### config.mk
export PLATFORM = sky130hd
export DESIGN_NAME = muldiv_unit
export DESIGN_NICKNAME = d
export VERILOG_FILES = /design/src/rtl/muldiv_unit.sv
export SDC_FILE = /design/constraint.sdc
export NUM_CORES = 1
export LEC_CHECK = 0
export BUFFER_PORTS_ARGS = -buffer_cell sky130_fd_sc_hd__buf_2
export CAP_MARGIN = 20
export CORE_MARGIN = 2
export CORE_UTILIZATION = 34
export CTS_BUF_LIST = sky130_fd_sc_hd__clkbuf_16
export DETAILED_ROUTE_END_ITERATION = 8
export GPL_TIMING_DRIVEN = 0
export PLACE_DENSITY = 0.59
export SKIP_CTS_REPAIR_TIMING = 1
export SYNTH_ARGS = -nofsm -noshare
export SYNTH_HDL_FRONTEND = slang
export SYNTH_SLANG_ARGS = --single-unit
export TNS_END_PERCENT = 5
### constraint.sdc
create_clock -name clk -period 5.8 [get_ports clk]
set_input_delay 0.58 -clock clk [delete_from_list [all_inputs] [get_ports clk]]
set_output_delay 0.58 -clock clk [all_outputs]
set_load 0.01 [all_outputs]
### src/rtl/muldiv_unit.sv
// Iterative radix-2 multiply/divide unit: shift-add MUL/MULH and restoring DIV/REM,
// one iteration per cycle on magnitudes, with the sign applied on the way to DONE.
module muldiv_unit #(
  parameter int WIDTH = 32
) (
  input  logic             clk,
  input  logic             rst,
  input  logic             start,
  input  logic [1:0]       op,
  input  logic             flush,
  input  logic [WIDTH-1:0] opA,
  input  logic [WIDTH-1:0] opB,
  output logic             stall,
  output logic             busy,
  output logic             done,
  output logic [WIDTH-1:0] result
);

  localparam int CW = $clog2(WIDTH);
  localparam logic [1:0] OP_MUL  = 2'b00;
  localparam logic [1:0] OP_MULH = 2'b01;
  localparam logic [1:0] OP_DIV  = 2'b10;
  localparam logic [WIDTH-1:0] MOST_NEG = {1'b1, {(WIDTH-1){1'b0}}};
  localparam logic [CW-1:0] LAST = CW'(WIDTH - 1);

  typedef enum logic [1:0] {IDLE, CALC, DONE} state_t;

  function automatic logic [WIDTH-1:0] abs_val(input logic signed [WIDTH-1:0] v);
    return v[WIDTH-1] ? WIDTH'(-v) : WIDTH'(v);
  endfunction

  function automatic logic [WIDTH-1:0] apply_sign(input logic [WIDTH-1:0] v, input logic neg);
    return neg ? -v : v;
  endfunction

  function automatic logic [2*WIDTH-1:0] apply_sign_wide(input logic [2*WIDTH-1:0] v,
                                                         input logic neg);
    return neg ? -v : v;
  endfunction

  state_t state, next_state;

  logic signed [WIDTH-1:0] a_s, b_s;
  logic                    div_zero, div_ovf;
  logic                    accept_calc, accept_fast, finish;
  logic [WIDTH-1:0]        fast_result;

  // Latched operation: magnitudes, signs and the shared hi/lo accumulator
  logic [1:0]       op_q;
  logic             sign_a, sign_b;
  logic [WIDTH-1:0] mag;
  logic [WIDTH:0]   hi;
  logic [WIDTH-1:0] lo;
  logic [CW-1:0]    cnt;

  logic [WIDTH:0]     sum, rem_shift, diff, hi_next;
  logic [WIDTH-1:0]   lo_next;
  logic [2*WIDTH-1:0] prod_signed;
  logic [WIDTH-1:0]   calc_result;

  assign a_s      = opA;
  assign b_s      = opB;
  assign div_zero = (opB == '0);
  assign div_ovf  = (opA == MOST_NEG) && (opB == '1);

  always_ff @(posedge clk) begin
    if (!rst) state <= IDLE;
    else      state <= next_state;
  end

  always_comb begin
    next_state  = state;
    accept_calc = 1'b0;
    accept_fast = 1'b0;
    finish      = 1'b0;
    case (state)
      IDLE: begin
        if (start && !flush) begin
          if (op[1] && (div_zero || div_ovf)) begin
            accept_fast = 1'b1;
            next_state  = DONE;
          end else begin
            accept_calc = 1'b1;
            next_state  = CALC;
          end
        end
      end
      CALC: begin
        if (flush) begin
          next_state = IDLE;
        end else if (cnt == LAST) begin
          finish     = 1'b1;
          next_state = DONE;
        end
      end
      DONE:    next_state = IDLE;
      default: next_state = IDLE;
    endcase
  end

  always_comb begin
    fast_result = '0;
    if (div_zero) fast_result = (op == OP_DIV) ? '1 : opA;
    else          fast_result = (op == OP_DIV) ? MOST_NEG : '0;
  end

  assign busy  = (state == CALC);
  assign done  = (state == DONE);
  assign stall = rst && (((state == IDLE) && start) || (state == CALC));

  // One radix-2 step: MUL shifts {hi,lo} right after a conditional add,
  // DIV shifts the dividend into hi and keeps the difference when it does not borrow.
  always_comb begin
    sum       = lo[0] ? (hi + {1'b0, mag}) : hi;
    rem_shift = {hi[WIDTH-1:0], lo[WIDTH-1]};
    diff      = rem_shift - {1'b0, mag};
    if (op_q[1]) begin
      if (diff[WIDTH]) begin
        hi_next = rem_shift;
        lo_next = {lo[WIDTH-2:0], 1'b0};
      end else begin
        hi_next = diff;
        lo_next = {lo[WIDTH-2:0], 1'b1};
      end
    end else begin
      hi_next = {1'b0, sum[WIDTH:1]};
      lo_next = {sum[0], lo[WIDTH-1:1]};
    end
  end

  always_comb begin
    prod_signed = apply_sign_wide({hi_next[WIDTH-1:0], lo_next}, sign_a ^ sign_b);
    case (op_q)
      OP_MUL:  calc_result = prod_signed[WIDTH-1:0];
      OP_MULH: calc_result = prod_signed[2*WIDTH-1:WIDTH];
      OP_DIV:  calc_result = apply_sign(lo_next, sign_a ^ sign_b);
      default: calc_result = apply_sign(hi_next[WIDTH-1:0],
                                        sign_a && (hi_next[WIDTH-1:0] != '0));
    endcase
  end

  always_ff @(posedge clk) begin
    if (!rst) begin
      cnt    <= '0;
      result <= '0;
    end else begin
      if (accept_calc)          cnt <= '0;
      else if (state == CALC)   cnt <= cnt + CW'(1);
      if (accept_fast)          result <= fast_result;
      else if (finish)          result <= calc_result;
    end
  end

  always_ff @(posedge clk) begin
    if (accept_calc) begin
      op_q   <= op;
      sign_a <= opA[WIDTH-1];
      sign_b <= opB[WIDTH-1];
      hi     <= '0;
      if (op[1]) begin
        mag <= abs_val(b_s);
        lo  <= abs_val(a_s);
      end else begin
        mag <= abs_val(a_s);
        lo  <= abs_val(b_s);
      end
    end else if (state == CALC) begin
      hi <= hi_next;
      lo <= lo_next;
    end
  end

endmodule

* After elaboration in Yosys (flattened, before gate mapping)
Cells that the tools add are included.
Storage, ports and cells: output and inout port bits 35, register bits after elaboration 140, word-level logic and storage cells 80
Cells by class: reduce and logical (&&, ||, !) cells 17, mux-type cells 34, bitwise gates (word level) 2, equal/unequal tests 10, $add $sub $neg 8
Operator list (count):
- 2-to-1 mux 32 bit | 14
- negator 32 bit | 4
- 2-to-1 mux 33 bit | 3
- one-hot mux 32 bit (3 select lines) | 1
- equality test 32 bit, second input constant | 2
- 2-to-1 mux 64 bit | 1
- negator 64 bit | 1
- adder 33 x 32 -> 33 bit | 1
- subtractor 33 x 32 -> 33 bit | 1
- logical NOT 32 bit | 1
- nonzero test 32 bit | 1
- 2-to-1 mux 1 bit | 10
- 2-to-1 mux 2 bit | 4
- equality test 2 bit, second input constant | 3
- logical AND 1 bit | 6
- adder 5 x 1 -> 5 bit, second input constant | 1
- equality test 5 bit, second input constant | 1
- equality test 2 x 1 -> 1 bit, second input constant | 2
- logical NOT 2 bit | 2
- one-hot mux 2 bit (2 select lines) | 1
- nonzero test 2 bit | 2
- != test 3 x 2 -> 1 bit, second input constant | 1
- logical OR 1 bit | 2
- != test 2 bit, second input constant | 1
- other kinds (5) | 5

* Logic depth before layout (Yosys ltp)
depth in word-level cells 9, mapped depth 32

* Worst setup path after synthesis
OpenSTA, ideal clock, no wires.
path type reg2reg, start reg mag[0], end reg result[20], data required time 5.656 ns, cell stages (with the launch flop) 31, setup time 0.144 ns, setup slack -0.092 ns, period minus slack after synthesis 5.892 ns, arrival time 5.747 ns, path through edfxtp_1 > ha_1 > fa_1 > nand2b_1 > a211oi_2 > o21ai_2 > a31oi_2 > o21bai_1 > nand2_1 > a21oi_1 > nor2b_1 > o21ai_0 > nand2b_1 > ha_1 > buf_2 > and2_1 > clkbuf_1 > clkbuf_1 > buf_2 > a21oi_1 > ha_1 > o21ai_0 > or2_2 > nor2b_1 > nand3_1 > nor3_1 > nand2_1 > o21ai_1 > xnor2_1 > a221oi_1 > a311oi_1
On the way: cells in the longest elaborated chain, start to end 9, elaborated cells between the ends (all ways) 18, those cells by class add/sub: 5; mux: 11; reduce/logical: 2
Ends and longest elaborated chain:
- from (decl) | line 51 | logic [WIDTH-1:0] mag;
- from (signal assigned) | line 161 | mag <= abs_val(b_s);
- from (signal assigned) | line 164 | mag <= abs_val(a_s);
- parallel branches: the longest is 6 deep, another holds negator 64 bit
- one-hot mux 32 bit (3 select lines) (*) | line 133 | case (op_q)
- 2-to-1 mux 32 bit (*) | line 150 | else if (finish) result <= calc_result;
- 2-to-1 mux 32 bit (*) | line 149 | if (accept_fast) result <= fast_result;
- to (signal assigned) | line 149
- to (signal assigned) | line 150
- to (decl) | line 16 | output logic [WIDTH-1:0] result
Every way passes the cells marked *. The select of a mux whose other input is x is not followed. A chain may end at the register's enable or synchronous reset.

* Worst setup path after layout
start reg lo[31], end reg result[27]
On the way: cells in the longest elaborated chain, start to end 9, elaborated cells between the ends (all ways) 16, those cells by class add/sub: 4; mux: 10; reduce/logical: 2
Ends and longest elaborated chain:
- from (decl) | line 53 | logic [WIDTH-1:0] lo;
- from (signal assigned) | line 162 | lo <= abs_val(a_s);
- from (signal assigned) | line 165 | lo <= abs_val(b_s);
- from (signal assigned) | line 169 | lo <= lo_next;
- parallel branches: the longest is 6 deep, another holds negator 64 bit
- one-hot mux 32 bit (3 select lines) (*) | line 133
- 2-to-1 mux 32 bit (*) | line 150
- 2-to-1 mux 32 bit (*) | line 149
Marked as above.

==> impl_metrics.yaml <==
run_status:
  status: "complete, but fails checks"
  violations: "capacitance limit, setup timing"
synth:
  synth_warnings: 0
  synth_top_area_share_pct: 12.6
  netlist_area_um2: 16300
  synth_top_family_by_area: "compound AO/OA/AOI/OAI gates"
  synth.avg_cell_area_um2: 7.57
  synth-xor-area-share_pct: 7.65
  yosys_register_bits: 140
  synth-simple-area-share_pct: 23.7
  synthCells: 2149
  yosys-top-cells-area: "edfxtp_1, dfxtp_1, a21oi_1"
  synth_compound_area_share_pct: 29.6
  synthFlopType: "dfxtp_1"
  yosysSeqAreaShare_pct: 21.4
  syn_nets: 2293
  async_flop_share_pct: 0
  yosys.area_share.adder_pct: 5.78
  synth_top_area_cell: "edfxtp_1"
  yosys-mux-area-fraction_pct: 6.74
  synth_cell_types: 101
  synth_edf_count: 68
timing:
  finalCriticalPeriod_ps: 6490
  min_period_over_period_pct: 112
  setup_ws_ps: -693
  finClkSkew_ps: 10.0
  rsz0062_at_grt: "yes"
  max-slew-margin-rel_pct: 2.76
  finalMaxSlewViolations: 0
  tightestPinTransition_ps: 1420
  finalHoldViolations: 0
  setup_viol: 32
  max_freq_mhz: 154
setup_path:
  endpoint_kind: "flop"
  path_buf_inv: 8
  cp-start-kind: "flop"
  crit_family: "simple AND/OR/NAND/NOR gates"
  crit_top_cell: "buf_6"
  worstPathArrival_ps: 6860
  cp_data_required_time_ps: 6170
  crit_fanout: 8
  rrSetupSlack_ps: -690
  cpMaxStageDelayCell: "edfxtp_1"
  crit_type: "flop to flop"
  cp_slowest_stage_delay_ps: 490
detailed_routing:
  post-route-drc-count: 0
  ant_nets: 0
  routedWlPerCell_um: 26.3
  wl_um: 78200
  drt-pass1-iter-count: 6
  vias_per_cell: 6.25
  dr.first_iter.drc_count: 1893
  vias: 18600
floorplan:
  core_area_um2: 47400
  io_pins: 105
  dieArea_um2: 49600
  die_x_um: 223
  initial_core_util_pct: 34.3
  die_y_um: 223
  num_rows: 80
power:
  ir_drop_uv: 160
  powerDensity_nw_per_um2: 274
  power.total_mw: 5.34
  p_leak_nw: 7.48
clock_tree:
  cts_tree: "built"
  clk_pin_slew_ps: 70
  cts-buffers-inserted: 17
  ctsHtreeMaxLevel: 4
  insertion_delay_ps: 460
  clockBufferDepth: 2
  clock_sinks: 140
  cts_root_buf: "clkbuf_16"
final_layout:
  fill_cells: 4944
  fin_nets: 2483
  drive_gt1_share_pct: 17.0
  layout_common_cells: "nand2_1, a21oi_1, nor2_1"
  syn2layout_area_growth_pct: 19.8
  layout_commonest_cell: "nand2_1"
  multi_input_area_um2: 12600
  seqCellArea_um2: 3480
  utilization_pct: 41.1
run:
  cap_violations: 1
place:
  port_buffers: 103
  place_congestion: 1.01
  hpwlAfterDp_um: 63400
grt:
  grt.overflow.total: 0
  grt_pass1_wl_um: 113000
  grt_pass1_vias: 17300
  track_usage_pct: 30.4
  antenna_found_initial: 5
  grt_max_degree: 35
hold_path:
  hp-class: "input pin to flop"
layout make-up:
cell class	instances	area share [%]
diodes	2	0.0257
repair buffers	174	5.84
flip-flops and latches	140	17.9
well taps	615	3.95
inverters	62	1.21
clock inverters	15	0.950
clock buffers	17	2.18
multi-input cells	1803	64.5
plain buffers	141	3.49
flip-flops by register name, indices dropped and copies added (netlist names):
register,flops
cnt,5
lo,32
state,2
mag,32
sign_b,1
result,32
op_q,2
sign_a,1
hi,33
cells in the mapped netlist, types with 60 or more instances:
master / instances
edfxtp_1: 68
inv_1: 60
mux2i_1: 99
o21ai_0: 158
dfxtp_1: 72
xor2_1: 88
a21oi_1: 204
nand2_1: 218
clkbuf_1: 96
ha_1: 72
nor3_1: 71
nor2_1: 180
per-stage QoR:
stage                     instances  hold slack (ps)  setup slack, ps  TNS [ps]  instance area [um^2]
after floorplan                2149              441             73.1         0                 16300
after global placement         2867              461            -3070   -121830                 17600
after detailed placement       2870              461            -3060   -100780                 17600
after CTS                      2902              319            -3120   -104140                 18200
after global routing           2967              323             -843    -21780                 19500
final                          2969              326             -693    -16280                 19500
cell families after synthesis:
logic type               count (synthesis)
AO/OA/AOI/OAI                          721
flip-flops                             140
AND/OR/NAND/NOR                        758
multiplexers                           108
adder cells (fa/ha/maj)                 74
XOR/XNOR                               142
buffers and inverters                  206
report_power, final:
group | switching [mW] | internal (mW) | total (mW)
clock network | 0.492 | 0.685 | 1.18
logic | 1.84 | 1.06 | 2.90
registers | 0.129 | 1.14 | 1.26
final timing paths:
check                           startpoint          to  cells after the start
worst max-delay path                lo[31]  result[27]                     32
worst min register to register      cnt[4]      cnt[4]                      2
worst min-delay path                 op[1]     op_q[1]                      1
worst max register to register      lo[31]  result[27]                     32
per-layer routing:
| layer | vias to the layer above | GRT usage [%] | routed length (um) |
|---|---|---|---|
| met5 | - | 0 | 0 |
| met4 | 0 | 14.2 | 4120 |
| met3 | 195 | 3.93 | 6020 |
| met2 | 949 | 49.7 | 35500 |
| met1 | 8888 | 39.7 | 32500 |
| li1 | 8529 | - | - |
No activity file was read; power rests on OpenSTA's default activity.
